`config.mk`:
```
export PLATFORM = sky130hd
export DESIGN_NAME = receptor_mdio_c45
export DESIGN_NICKNAME = d
export VERILOG_FILES = /design/src/rtl/mdio_pkg.sv /design/src/rtl/mdio_shreg.sv /design/src/rtl/receptor_mdio_c45.sv
export SDC_FILE = /design/constraint.sdc
export NUM_CORES = 1
export LEC_CHECK = 0
export CAP_MARGIN = 20
export CORE_MARGIN = 2
export CORE_UTILIZATION = 59
export CTS_CLUSTER_SIZE = 10
export DETAILED_ROUTE_END_ITERATION = 6
export GPL_ROUTABILITY_DRIVEN = 1
export PLACE_DENSITY = 0.86
export SLEW_MARGIN = 10
export SYNTH_ARGS = -nofsm -noshare
export SYNTH_HDL_FRONTEND = slang
export SYNTH_SLANG_ARGS = --single-unit
```
`constraint.sdc`:
```
create_clock -name mdc_i -period 6.45 [get_ports mdc_i]
set_input_delay 0.645 -clock mdc_i [delete_from_list [all_inputs] [get_ports mdc_i]]
set_output_delay 0.645 -clock mdc_i [all_outputs]
set_load 0.1 [all_outputs]
```
`src/rtl/mdio_pkg.sv`:
```
// Shared codes, FSM states and frame bit positions for the MDIO Clause-22/45 receptor.
package mdio_pkg;

    // Start-of-frame codes
    localparam logic [1:0] ST_C22 = 2'b01;
    localparam logic [1:0] ST_C45 = 2'b00;

    // Opcodes
    localparam logic [1:0] OP_C22_WR = 2'b01;
    localparam logic [1:0] OP_C22_RD = 2'b10;
    localparam logic [1:0] OP_C45_AD = 2'b00;
    localparam logic [1:0] OP_C45_WR = 2'b01;
    localparam logic [1:0] OP_C45_RD = 2'b11;
    localparam logic [1:0] OP_C45_RI = 2'b10;

    // Bit index (k) of the last bit of each field, counted from ST's first bit
    localparam logic [4:0] K_OP_END  = 5'd3;
    localparam logic [4:0] K_PHY_END = 5'd8;
    localparam logic [4:0] K_REG_END = 5'd13;
    localparam logic [4:0] K_TA0     = 5'd14;
    localparam logic [4:0] K_TA1     = 5'd15;
    localparam logic [4:0] K_LAST    = 5'd31;

    typedef enum logic [2:0] {
        S_IDLE,
        S_HDR,
        S_TA,
        S_DATA,
        S_SKIP
    } state_e;

    // True for an ST/OP pair this receptor understands
    function automatic logic code_ok(input logic [1:0] st, input logic [1:0] op,
                                     input logic c45_en);
        if (st == ST_C22) return (op == OP_C22_WR) || (op == OP_C22_RD);
        if (st == ST_C45) return c45_en;
        return 1'b0;
    endfunction

endpackage

```
`src/rtl/mdio_shreg.sv`:
```
// 16-bit shift register: serial capture of incoming bits, parallel load of read
// data, MSB-first serial out for driving the read response.
module mdio_shreg (
    input  logic        clk_i,
    input  logic        rst_n_i,
    input  logic        load_i,
    input  logic [15:0] load_val_i,
    input  logic        shift_i,
    input  logic        ser_i,
    output logic [14:0] par_o,
    output logic        ser_o
);

    logic [15:0] sr_q;

    // Load has priority so the read word is never disturbed on its load edge
    always_ff @(posedge clk_i or negedge rst_n_i) begin
        if (!rst_n_i)     sr_q <= '0;
        else if (load_i)  sr_q <= load_val_i;
        else if (shift_i) sr_q <= {sr_q[14:0], ser_i};
    end

    assign par_o = sr_q[14:0];
    assign ser_o = sr_q[15];

endmodule

```
`src/rtl/receptor_mdio_c45.sv`:
```
// MDIO management-frame receptor (Clause 22 and Clause 45), clocked by MDC.
module receptor_mdio_c45
    import mdio_pkg::*;
#(
    parameter logic [4:0] PHY_ADDR     = 5'd0,
    parameter int         PREAMBLE_LEN = 32,
    parameter bit         C45_EN       = 1'b1,
    parameter int         ADDR_W       = 16
) (
    input  logic              mdc_i,
    input  logic              rst_n_i,
    input  logic              mdio_out_i,
    input  logic [15:0]       rd_data_i,
    output logic              mdio_in_o,
    output logic              mdio_oe_o,
    output logic [ADDR_W-1:0] addr_o,
    output logic [4:0]        devad_o,
    output logic [15:0]       wr_data_o,
    output logic              wr_stb_o,
    output logic              rd_stb_o,
    output logic              mdio_done_o,
    output logic              frame_err_o
);

    localparam logic [5:0] PRE_N = 6'(PREAMBLE_LEN);

    state_e              state_q, state_d;
    logic [4:0]          k_q, k_d;
    logic [5:0]          cnt_q, cnt_d;
    logic [1:0]          st_q, st_d, op_q, op_d;
    logic [4:0]          regad_q, regad_d;
    logic                ta0_q, ta0_d;
    logic [ADDR_W-1:0]   addr_q, addr_d;
    logic [4:0]          devad_q, devad_d;
    logic [15:0]         wd_q, wd_d;
    logic                oe_q, oe_d, min_q, min_d;
    logic                wr_q, wr_d, rd_q, rd_d, done_q, done_d, err_q, err_d;

    logic                sr_load, sr_msb;
    logic [14:0]         sr_par;
    logic [3:0]          code4;
    logic [4:0]          hdr5;
    logic [15:0]         data16;
    logic                is_c45, is_rd;

    // Every incoming bit is shifted in; the read word overwrites it at TA
    mdio_shreg u_shreg (
        .clk_i      (mdc_i),
        .rst_n_i    (rst_n_i),
        .load_i     (sr_load),
        .load_val_i (rd_data_i),
        .shift_i    (1'b1),
        .ser_i      (mdio_out_i),
        .par_o      (sr_par),
        .ser_o      (sr_msb)
    );

    // Field views including the bit being sampled on this edge
    assign code4  = {sr_par[2:0], mdio_out_i};
    assign hdr5   = {sr_par[3:0], mdio_out_i};
    assign data16 = {sr_par, mdio_out_i};
    assign is_c45 = (st_q == ST_C45);
    assign is_rd  = is_c45 ? (op_q == OP_C45_RD || op_q == OP_C45_RI) : (op_q == OP_C22_RD);

    // Next-state and output decode; strobes default low so each lasts one cycle
    always_comb begin
        state_d = state_q;  k_d = k_q;        cnt_d = cnt_q;
        st_d    = st_q;     op_d = op_q;      regad_d = regad_q;  ta0_d = ta0_q;
        addr_d  = addr_q;   devad_d = devad_q; wd_d = wd_q;
        oe_d    = oe_q;     min_d = min_q;
        wr_d = 1'b0; rd_d = 1'b0; done_d = 1'b0; err_d = 1'b0;
        sr_load = 1'b0;
        case (state_q)
            S_IDLE: begin
                if (mdio_out_i) begin
                    if (cnt_q != 6'd32) cnt_d = cnt_q + 6'd1;
                end else begin
                    cnt_d = '0;
                    if (cnt_q >= PRE_N) begin
                        state_d = S_HDR;
                        k_d     = 5'd1;
                    end
                end
            end
            S_HDR: begin
                k_d = k_q + 5'd1;
                if (k_q == K_OP_END) begin
                    st_d = code4[3:2];
                    op_d = code4[1:0];
                    if (!code_ok(code4[3:2], code4[1:0], C45_EN)) begin
                        err_d   = 1'b1;
                        state_d = S_IDLE;
                    end
                end else if (k_q == K_PHY_END && hdr5 != PHY_ADDR) begin
                    state_d = S_SKIP;
                end else if (k_q == K_REG_END) begin
                    regad_d = hdr5;
                    state_d = S_TA;
                    if (is_rd) begin
                        rd_d = 1'b1;
                        // Clause-22 read presents its register address with the request
                        if (!is_c45) begin
                            addr_d  = ADDR_W'(hdr5);
                            devad_d = '0;
                        end
                    end
                end
            end
            S_TA: begin
                k_d = k_q + 5'd1;
                if (k_q == K_TA0) begin
                    ta0_d = mdio_out_i;
                    if (is_rd) begin
                        sr_load = 1'b1;
                        oe_d    = 1'b1;
                        min_d   = 1'b0;
                    end
                end else if (k_q == K_TA1) begin
                    state_d = S_DATA;
                    if (is_rd) begin
                        min_d = sr_msb;
                    end else if (!(ta0_q && !mdio_out_i)) begin
                        err_d   = 1'b1;
                        state_d = S_SKIP;
                    end
                end
            end
            S_DATA: begin
                k_d = k_q + 5'd1;
                if (is_rd) min_d = sr_msb;
                if (k_q == K_LAST) begin
                    state_d = S_IDLE;
                    cnt_d   = '0;
                    oe_d    = 1'b0;
                    min_d   = 1'b0;
                    done_d  = 1'b1;
                    if (!is_c45) begin
                        if (!is_rd) begin
                            addr_d  = ADDR_W'(regad_q);
                            devad_d = '0;
                            wd_d    = data16;
                            wr_d    = 1'b1;
                        end
                    end else begin
                        case (op_q)
                            OP_C45_AD: begin
                                addr_d  = data16[ADDR_W-1:0];
                                devad_d = regad_q;
                            end
                            OP_C45_WR: begin
                                wd_d = data16;
                                wr_d = 1'b1;
                            end
                            OP_C45_RI: addr_d = addr_q + ADDR_W'(1);
                            default: ;
                        endcase
                    end
                end
            end
            S_SKIP: begin
                k_d = k_q + 5'd1;
                if (k_q == K_LAST) begin
                    state_d = S_IDLE;
                    cnt_d   = '0;
                end
            end
            default: state_d = S_IDLE;
        endcase
    end

    // State and output registers; reset clears everything immediately
    always_ff @(posedge mdc_i or negedge rst_n_i) begin
        if (!rst_n_i) begin
            state_q <= S_IDLE; k_q <= '0; cnt_q <= '0;
            st_q <= '0; op_q <= '0; regad_q <= '0; ta0_q <= 1'b0;
            addr_q <= '0; devad_q <= '0; wd_q <= '0;
            oe_q <= 1'b0; min_q <= 1'b0;
            wr_q <= 1'b0; rd_q <= 1'b0; done_q <= 1'b0; err_q <= 1'b0;
        end else begin
            state_q <= state_d; k_q <= k_d; cnt_q <= cnt_d;
            st_q <= st_d; op_q <= op_d; regad_q <= regad_d; ta0_q <= ta0_d;
            addr_q <= addr_d; devad_q <= devad_d; wd_q <= wd_d;
            oe_q <= oe_d; min_q <= min_d;
            wr_q <= wr_d; rd_q <= rd_d; done_q <= done_d; err_q <= err_d;
        end
    end

    assign mdio_in_o   = min_q;
    assign mdio_oe_o   = oe_q;
    assign addr_o      = addr_q;
    assign devad_o     = devad_q;
    assign wr_data_o   = wd_q;
    assign wr_stb_o    = wr_q;
    assign rd_stb_o    = rd_q;
    assign mdio_done_o = done_q;
    assign frame_err_o = err_q;

endmodule
```
==> results_dict.tcl, run 1 <==
set metrics [dict create \
    antenna_found_initial 0 \
    ys_types 61 \
    worstSetupStartpointType "flop" \
    tritoncts "built" \
    io_buffer_count 61 \
    synth_edf_count 0 \
    synth_ff_type "dfrtp_1" \
    synth.area.top_cells "dfrtp_1, mux2_2, a21oi_1" \
    drtIter0Drc 379 \
    status "completed" \
    finClkSkew_ns 0.01392 \
    relSlewSlack_pct 33.47 \
    vias_per_cell 6.332 \
    max_cap_violations 0 \
    min_path_type "in2async" \
    register_area_mm2 0.002077 \
    cts_buffers 9 \
    clk_latency_ns 0.38 \
    placed_cell_area_mm2 0.004931 \
    total_power_mw 2.503 \
    fin_cells 570 \
    switchingPower_mw 1.303 \
    cp_cell_sequence "ha_1, and3_2, ha_1, nand4b_1, nor2_2, mux2_2" \
    p_int_mw 1.200 \
    drv_slew 0 \
    ys_ff_latch 83 \
    p_sw_share_pct 52.05 \
    grt-ovfl-total 0 \
    core_mm2 0.007176 \
    tightest_slew_ns 0.9948 \
    cts-htree-levels 3 \
    grt_pass1_wl_um 16520 \
    drive_gt1_share_pct 15.71 \
    min_period_over_period_pct 44.62 \
    seq_power_share_pct 34.7 \
    cts.sinks 83 \
    finalSetupTns_ns 0 \
    min_period_ns 2.878 \
    initial_core_util_pct 60.03 \
    setup_viol 0 \
    ys_warn_count 0 \
    grt_max_degree 84 \
    dp_cells 553 \
    synth_nets 443 \
    end_kind "flop" \
    yosysMostFrequentCell "dfrtp_1" \
    postCtsSetupBuffers 0 \
    post_drt_wl_per_cell_um 18.15 \
    pwr-share-clk_pct 14.8 \
    antenna_cells 0 \
    grt_pass1_vias 3296 \
    dieArea_mm2 0.008001 \
    p_comb_share_pct 50.5 \
    slowest_delay_ns 0.77 \
    syn_inst 414 \
    num_io_pins 62 \
    cellPowerDensity_mw_per_mm2 485.7 \
    fill_cells 508 \
    syn-cell-area_mm2 0.004308 \
    design_area_mm2 0.005154 \
    ant_nets 0 \
    wl_um 10350 \
    critPathKind "reg2reg" \
    critPathMostFrequentCell "ha_1" \
    cts.path.max_buffers 2 \
    track_usage_pct 27.39 \
    path_clk_slew_ns 0.10 \
    root_buffer "clkbuf_8" \
    area_delta_synth_final_pct 19.63 \
    leakage_nw 2.234 \
    worst_ep_required_time_ns 6.71 \
    rows 31 \
    firstDrtPassIters 6 \
    cp_data_arrival_time_ns 3.14 \
    crit_fanout 17 \
    synth_commonest_cells "dfrtp_1, mux2_2, nand2_1" \
    finalNetCount 495 \
    holdBufCountCts 0 \
    synth_top_area_cell "dfrtp_1" \
    die_y_um 89.45 \
    setup_slack_ns 3.572 \
    post_cts_resized 0 \
    gp_congestion 0.8542 \
    drc 0 \
    die_x_um 89.45 \
    avgSynthCellArea_um2 10.41 \
    ys_seq_area_share_pct 48.21 \
    dp_hpwl_um 6885 \
    finalHoldViolCount 0 \
    fmax_ghz 0.3475 \
    synth_async_sr_flop_share_pct 100.0 \
    via_count 3609 \
    rsz0062_at_grt "no" \
    pre_cts_slack_ns 3.363 \
    multi_input_area_mm2 0.002069 \
    yosysTopAreaCellShare_pct 48.21 \
    cp_slowest_cell "nor2_2" \
    vdd_drop_max_v 0.0003255 \
]
## power groups by stage
stage | Clock [mW] | Combinational (mW) | Sequential [mW]
floorplan | 0 | 0.545 | 1.28
global placement | 0 | 1.22 | 0.857
detailed placement | 0 | 1.25 | 0.867
CTS | 0.374 | 1.26 | 0.859
global route | 0.392 | 1.34 | 0.891
finish | 0.371 | 1.26 | 0.868
## state kept, by name (all words and copies together) (netlist names), 2 cells and up
signal / count
k_q: 5
regad_q: 5
state_q: 3
wr_data_o: 16
devad_o: 5
op_q: 2
addr_o: 16
u_shreg.sr_q: 16
cnt_q: 6
st_q: 2
## logic make-up after synthesis
| logic type | Yosys count | synth area share [%] |
|---|---|---|
| fa+ha+maj | 10 | 2.904 |
| simple gates | 130 | 16.85 |
| mux | 45 | 11.91 |
| compound gates | 108 | 15.57 |
| xor+xnor | 4 | 0.8132 |
| flops | 83 | 48.21 |
| buf+inv | 34 | 3.747 |
## metrics by stage
stage | util [%] | hold WS (ns)
5_1_grt | 71.82 | 0.2213
3_3_place_gp | 68.72 | 0.4890
6_report | 71.82 | 0.1972
3_5_place_dp | 68.72 | 0.4992
4_1_cts | 71.44 | 0.4769
2_1_floorplan | - | 0.3494
## routing by layer
layer  global-route usage [%]  vias up  share of wire, %
met5                        0        -                 0
met1                    39.08     1782                44
li1                         -     1619                 -
met3                    5.355       33               6.6
met2                    41.82      175                47
met4                    10.18        0               2.4
## worst paths after layout
| kind | to | from | cells after the start | slack, ns |
|---|---|---|---|---|
| setup / recovery | wr_data_o[3] | k_q[1] | 6 | 3.57 |
| max in group asynchronous | mdio_done_o | rst_n_i | 2 | 5.67 |
| setup reg to reg | wr_data_o[3] | k_q[1] | 6 | 3.57 |
| hold / removal | addr_o[2] | rst_n_i | 1 | 0.20 |
| min in group mdc_i | devad_o[3] | devad_o[3] | 1 | 0.51 |
| hold reg to reg | devad_o[3] | devad_o[3] | 1 | 0.51 |
## worst max-delay path, delay by kind of cell (launching register included)
kind / cells / cell delay, ns
AND/OR/NAND/NOR: 3 / 1.33
multiplexers: 1 / 0.44
adder cells (fa/ha/maj): 2 / 0.56
flip-flops: 1 / 0.44
## cell type report
class                           instances  area share [%]
Clock buffer                            9           2.404
Clock inverter                          7           1.384
Inverter                               12          0.8740
Multi-Input combinational cell        297           40.16
Sequential cell                        83           40.30
Tap cell                               99           2.404
Timing Repair Buffer                   63           12.48
## placed cells by master (no fill, tap or decap), types with 3 or more instances in the layout
| master | count |
|---|---|
| inv_1 | 12 |
| clkbuf_8 | 9 |
| nor2b_1 | 4 |
| or2_2 | 3 |
| a32o_1 | 3 |
| a21oi_1 | 25 |
| nor4_1 | 3 |
| o21ai_1 | 23 |
| o21ai_0 | 14 |
| nand3_1 | 12 |
| or3_1 | 4 |
| nor3_1 | 5 |
| and3_1 | 8 |
| a31oi_1 | 12 |
| nand2b_1 | 3 |
| nor2_1 | 25 |
| ha_1 | 10 |
| mux2i_1 | 4 |
| and2_1 | 4 |
| o22ai_1 | 3 |
| clkdlybuf4s50_1 | 60 |
| dfrtp_1 | 83 |
| nand2_1 | 29 |
| nand4_1 | 4 |
| a22o_1 | 6 |
| nand4b_1 | 5 |
| xnor2_1 | 4 |
| mux2_2 | 38 |
| a211oi_1 | 5 |
| mux2_4 | 3 |
Note: power is estimated with default switching activity, not from simulation.
==> run 2, diff against run 1 <==
--- a/config.mk
+++ b/config.mk
@@ -7,11 +7,11 @@
 export LEC_CHECK = 0
 export CAP_MARGIN = 20
 export CORE_MARGIN = 2
-export CORE_UTILIZATION = 59
+export CORE_UTILIZATION = 55
 export CTS_CLUSTER_SIZE = 10
 export DETAILED_ROUTE_END_ITERATION = 6
 export GPL_ROUTABILITY_DRIVEN = 1
-export PLACE_DENSITY = 0.86
+export PLACE_DENSITY = 0.81
 export SLEW_MARGIN = 10
 export SYNTH_ARGS = -nofsm -noshare
 export SYNTH_HDL_FRONTEND = slang
==> constraint.sdc (replaced) <==
create_clock -name mdc_i -period 2.65 [get_ports mdc_i]
set_input_delay 0.265 -clock mdc_i [delete_from_list [all_inputs] [get_ports mdc_i]]
set_output_delay 0.265 -clock mdc_i [all_outputs]
set_load 0.1 [all_outputs]
==> results_dict.tcl, run 2 (same netlist as run 1, synthesis figures left out) <==
set metrics [dict create \
    use_met3_pct 4.312 \
    max_cap_violations 0 \
    ant_nets 0 \
    cts.sinks 83 \
    vias_per_cell 5.915 \
    rows 32 \
    end_kind "flop" \
    min_period_over_period_pct 90.04 \
    min_path_type "in2async" \
    design_area_mm2 0.005160 \
    setup_slack_ns 0.2638 \
    final_common_cell "dfrtp_1" \
    met1_usage_pct 34.61 \
    cts-htree-levels 3 \
    initial_core_util_pct 56.33 \
    tightest_slew_ns 0.5262 \
    tritoncts "built" \
    die_y_um 92.50 \
    pre_cts_slack_ns 0.2718 \
    die_x_um 92.50 \
    grt_pass1_wl_um 16190 \
    fmax_ghz 0.4191 \
    critPathKind "reg2reg" \
    gp_congestion 0.8842 \
    status "completed" \
    grt_busiest_layer "met2" \
    finalSetupTns_ns 0 \
    drive_gt1_share_pct 26.65 \
    cp_data_arrival_time_ns 2.63 \
    grt_max_degree 84 \
    cp_slowest_cell "dfrtp_1" \
    relSlewSlack_pct 64.65 \
    min_period_ns 2.386 \
    root_buffer "clkbuf_8" \
    track_usage_pct 23.97 \
    clk_latency_ns 0.36 \
    leakage_nw 2.376 \
    wl_um 9666 \
    cellPowerDensity_mw_per_mm2 1177 \
    path_clk_slew_ns 0.10 \
    holdBufCountCts 0 \
    drv_slew 0 \
    via_count 3466 \
    firstDrtPassIters 5 \
    crit_fanout 6 \
    antenna_found_initial 0 \
    holdWs_ns 0.3443 \
    critPathMostFrequentCell "ha_1" \
    vdd_drop_max_v 0.0006976 \
    grt-ovfl-total 0 \
    dp_hpwl_um 6869 \
    rsz0062_at_grt "no" \
    post_drt_wl_per_cell_um 16.49 \
    io_buffer_count 61 \
    setup_viol 0 \
    drc 0 \
    finalNetCount 508 \
    use_met2_pct 36.56 \
    cp_cell_sequence "ha_1, and3_2, ha_1, nand2_1, o311a_1, a211oi_1, o21a_1, mux2_4" \
    finClkSkew_ns 0.01436 \
    post_cts_resized 0 \
    cts.path.max_buffers 2 \
    cts_buffers 9 \
    worstSetupStartpointType "flop" \
    dieArea_mm2 0.008556 \
    worst_ep_required_time_ns 2.89 \
    grt_pass1_vias 3234 \
    placed_cell_area_mm2 0.004917 \
    postCtsSetupBuffers 0 \
    final_cell_mix "dfrtp_1, buf_4, mux2_2" \
    slowest_delay_ns 0.44 \
    num_io_pins 62 \
    core_mm2 0.007647 \
    cp_top_family "compound AO/OA/AOI/OAI gates" \
    antenna_cells 0 \
    finalHoldViolCount 0 \
    worst-path-buf-inv 0 \
    area_delta_synth_final_pct 19.78 \
    drtIter0Drc 282 \
]
[run 2: changes by cell type in the layout (fill, tap and decap cells not counted), sizes merged]
cell,delta
buf,+55
clkdlybuf4s50,-43
clkinv,+1
clkinvlp,-2
dlygate4sd3,+1
inv,+1
[run 2: worst paths after layout]
path,startpoint,endpoint,slack (ns),cells past startpoint
worst max-delay path,k_q[1],state_q[0],0.26,8
worst min-delay path,rst_n_i,addr_o[14],0.34,2
worst max register to register,k_q[1],state_q[0],0.26,8
worst min register to register,wr_data_o[9],wr_data_o[9],0.52,1
max in group asynchronous,rst_n_i,cnt_q[4],1.72,3
min in group mdc_i,rd_data_i[10],u_shreg.sr_q[10],0.51,2
[run 2: layout make-up]
type | instances | area [um2]
fill | 598 | 2487
multi-input combinational | 297 | 2069
clock buffer | 9 | 123.9
tap | 102 | 127.6
timing repair buffer | 76 | 635.6
sequential | 83 | 2077
inverter | 12 | 45.04
clock inverter | 7 | 81.33
[run 2: layer usage]
layer | wire [um] | up-vias
li1 | - | 1641
met1 | 4421 | 1692
met2 | 4555 | 127
met3 | 602 | 6
met4 | 87 | 0
met5 | 0 | -
[run 2: report_power, final]
group	switching [mW]	total (mW)	internal, mW
registers	0.464	2.08	1.61
logic	2.14	3.09	0.946
clock network	0.529	0.907	0.377
total	3.14	6.07	2.94
[run 2: per-stage QoR]
step | total power, mW | utilization [%] | std cells
final | 6.074 | 67.47 | 586
after global routing | 6.427 | 67.47 | 586
after CTS | 6.076 | 66.98 | 584
after detailed placement | 5.151 | 64.30 | 568
after global placement | 5.082 | 64.30 | 568
after floorplan | 4.446 | - | 414
==> run 3, diff against run 2 <==
--- a/config.mk
+++ b/config.mk
@@ -11,6 +11,7 @@
 export CTS_CLUSTER_SIZE = 10
 export DETAILED_ROUTE_END_ITERATION = 6
 export GPL_ROUTABILITY_DRIVEN = 1
+export GPL_TIMING_DRIVEN = 0
 export PLACE_DENSITY = 0.81
 export SLEW_MARGIN = 10
 export SYNTH_ARGS = -nofsm -noshare
==> results_dict.tcl, run 3 (same netlist as run 1, synthesis figures left out) <==
set metrics [dict create \
    fill_cells 550 \
    design_area_mm2 0.005304 \
    drtIter0Drc 360 \
    pre_cts_slack_ns -0.08809 \
    critPathKind "reg2reg" \
    path_clk_slew_ns 0.10 \
    core_mm2 0.007647 \
    min_period_ns 2.462 \
    cellPowerDensity_mw_per_mm2 1165 \
    vdd_drop_max_v 0.0006783 \
    cts-htree-levels 3 \
    io_buffer_count 61 \
    leakage_nw 2.324 \
    placed_cell_area_mm2 0.005071 \
    cts.sinks 83 \
    wl_um 10120 \
    final_cell_mix "dfrtp_1, clkdlybuf4s50_1, mux2_2" \
    finClkSkew_ns 0.01088 \
    tritoncts "built" \
    drive_gt1_share_pct 18.38 \
    grt-ovfl-total 0 \
    firstDrtPassIters 4 \
    cp_data_arrival_time_ns 2.71 \
    rows 32 \
    rsz0062_at_grt "no" \
    setup_viol 0 \
    clk_latency_ns 0.36 \
    finalHoldViolCount 0 \
    die_x_um 92.50 \
    via_count 3501 \
    num_io_pins 62 \
    worstSetupStartpointType "flop" \
    antenna_cells 0 \
    grt_max_degree 57 \
    min_period_over_period_pct 92.91 \
    setup_slack_ns 0.1879 \
    worst_ep_required_time_ns 2.90 \
    final_common_cell "dfrtp_1" \
    cts_buffers 9 \
    ant_nets 0 \
    utilization_pct 69.36 \
    initial_core_util_pct 56.33 \
    status "completed" \
    relSlewSlack_pct 32.39 \
    area_delta_synth_final_pct 23.12 \
    drv_slew 0 \
    finalSetupTns_ns 0 \
    track_usage_pct 24.79 \
    register_area_mm2 0.002077 \
    min_path_type "in2async" \
    dp_hpwl_um 7196 \
    grt_pass1_wl_um 16640 \
    antenna_found_initial 0 \
    root_buffer "clkbuf_8" \
    cts.path.max_buffers 2 \
    drc 0 \
    end_kind "flop" \
    fmax_ghz 0.4062 \
    tightest_slew_ns 1.011 \
    crit_fanout 6 \
    vias_per_cell 5.864 \
    gp_congestion 0.8730 \
    dieArea_mm2 0.008556 \
    grt_pass1_vias 3447 \
    multi_input_area_mm2 0.002077 \
    max_cap_violations 0 \
    holdWs_ns 0.3646 \
    die_y_um 92.50 \
    finalNetCount 519 \
    post_drt_wl_per_cell_um 16.94 \
]
[run 3: what timing repair did]
item / in CTS / in global routing
resized for setup: 1 / 1
endpoints found under the hold margin: 27 / 0
pin swaps: 1 / 0
setup buffers: 2 / 0
hold buffers: 1 / 0
gates cloned: 0 / 0
endpoints found under the setup margin: 9 / 2
[run 3: worst max-delay path, stage by stage, from the launching register on]
cell,delay [ns]
dfrtp_1,0.46
ha_1,0.27
and3_2,0.22
ha_2,0.23
nand2_1,0.08
o311a_1,0.12
a211oi_1,0.43
o21a_1,0.24
mux2_4,0.31
[run 3: area by class of cell]
type / count / share of cell area, %
flip-flops and latches: 83 / 39.16
multi-input cells: 297 / 39.16
repair buffers: 65 / 12.46
well taps: 102 / 2.406
clock buffers: 9 / 2.335
plain buffers: 22 / 2.194
clock inverters: 7 / 1.439
inverters: 12 / 0.8493
[run 3: through the flow]
stage,total power [mW],instances
4_1_cts,6.171,597
3_3_place_gp,5.156,577
6_report,6.180,597
3_5_place_dp,5.239,578
5_1_grt,6.519,597
2_1_floorplan,4.446,414
[run 3: worst paths after layout]
check	startpoint	to	slack, ns	cells past startpoint
min	rst_n_i	devad_o[3]	0.36	2
max reg2reg	k_q[1]	state_q[0]	0.19	8
min reg2reg	devad_o[2]	devad_o[2]	0.51	1
max	k_q[1]	state_q[0]	0.19	8
min in group mdc_i	rd_data_i[10]	u_shreg.sr_q[10]	0.50	2
max in group asynchronous	rst_n_i	wr_data_o[1]	1.70	3
[run 3: report_power, final]
| part | leakage (nW) | switching, mW | internal (mW) |
|---|---|---|---|
| clock | 0.103 | 0.541 | 0.376 |
| sequential | 1.05 | 0.383 | 1.61 |
| combinational | 1.17 | 2.25 | 1.02 |
| total | 2.32 | 3.17 | 3.01 |
[run 3: per-layer routing]
layer | GRT usage, % | vias up | routed length, um
li1 | - | 1674 | -
met4 | 9.204 | 0 | 157
met1 | 35.19 | 1695 | 4697
met2 | 38.87 | 116 | 4661
met5 | 0 | - | 0
met3 | 3.662 | 16 | 598
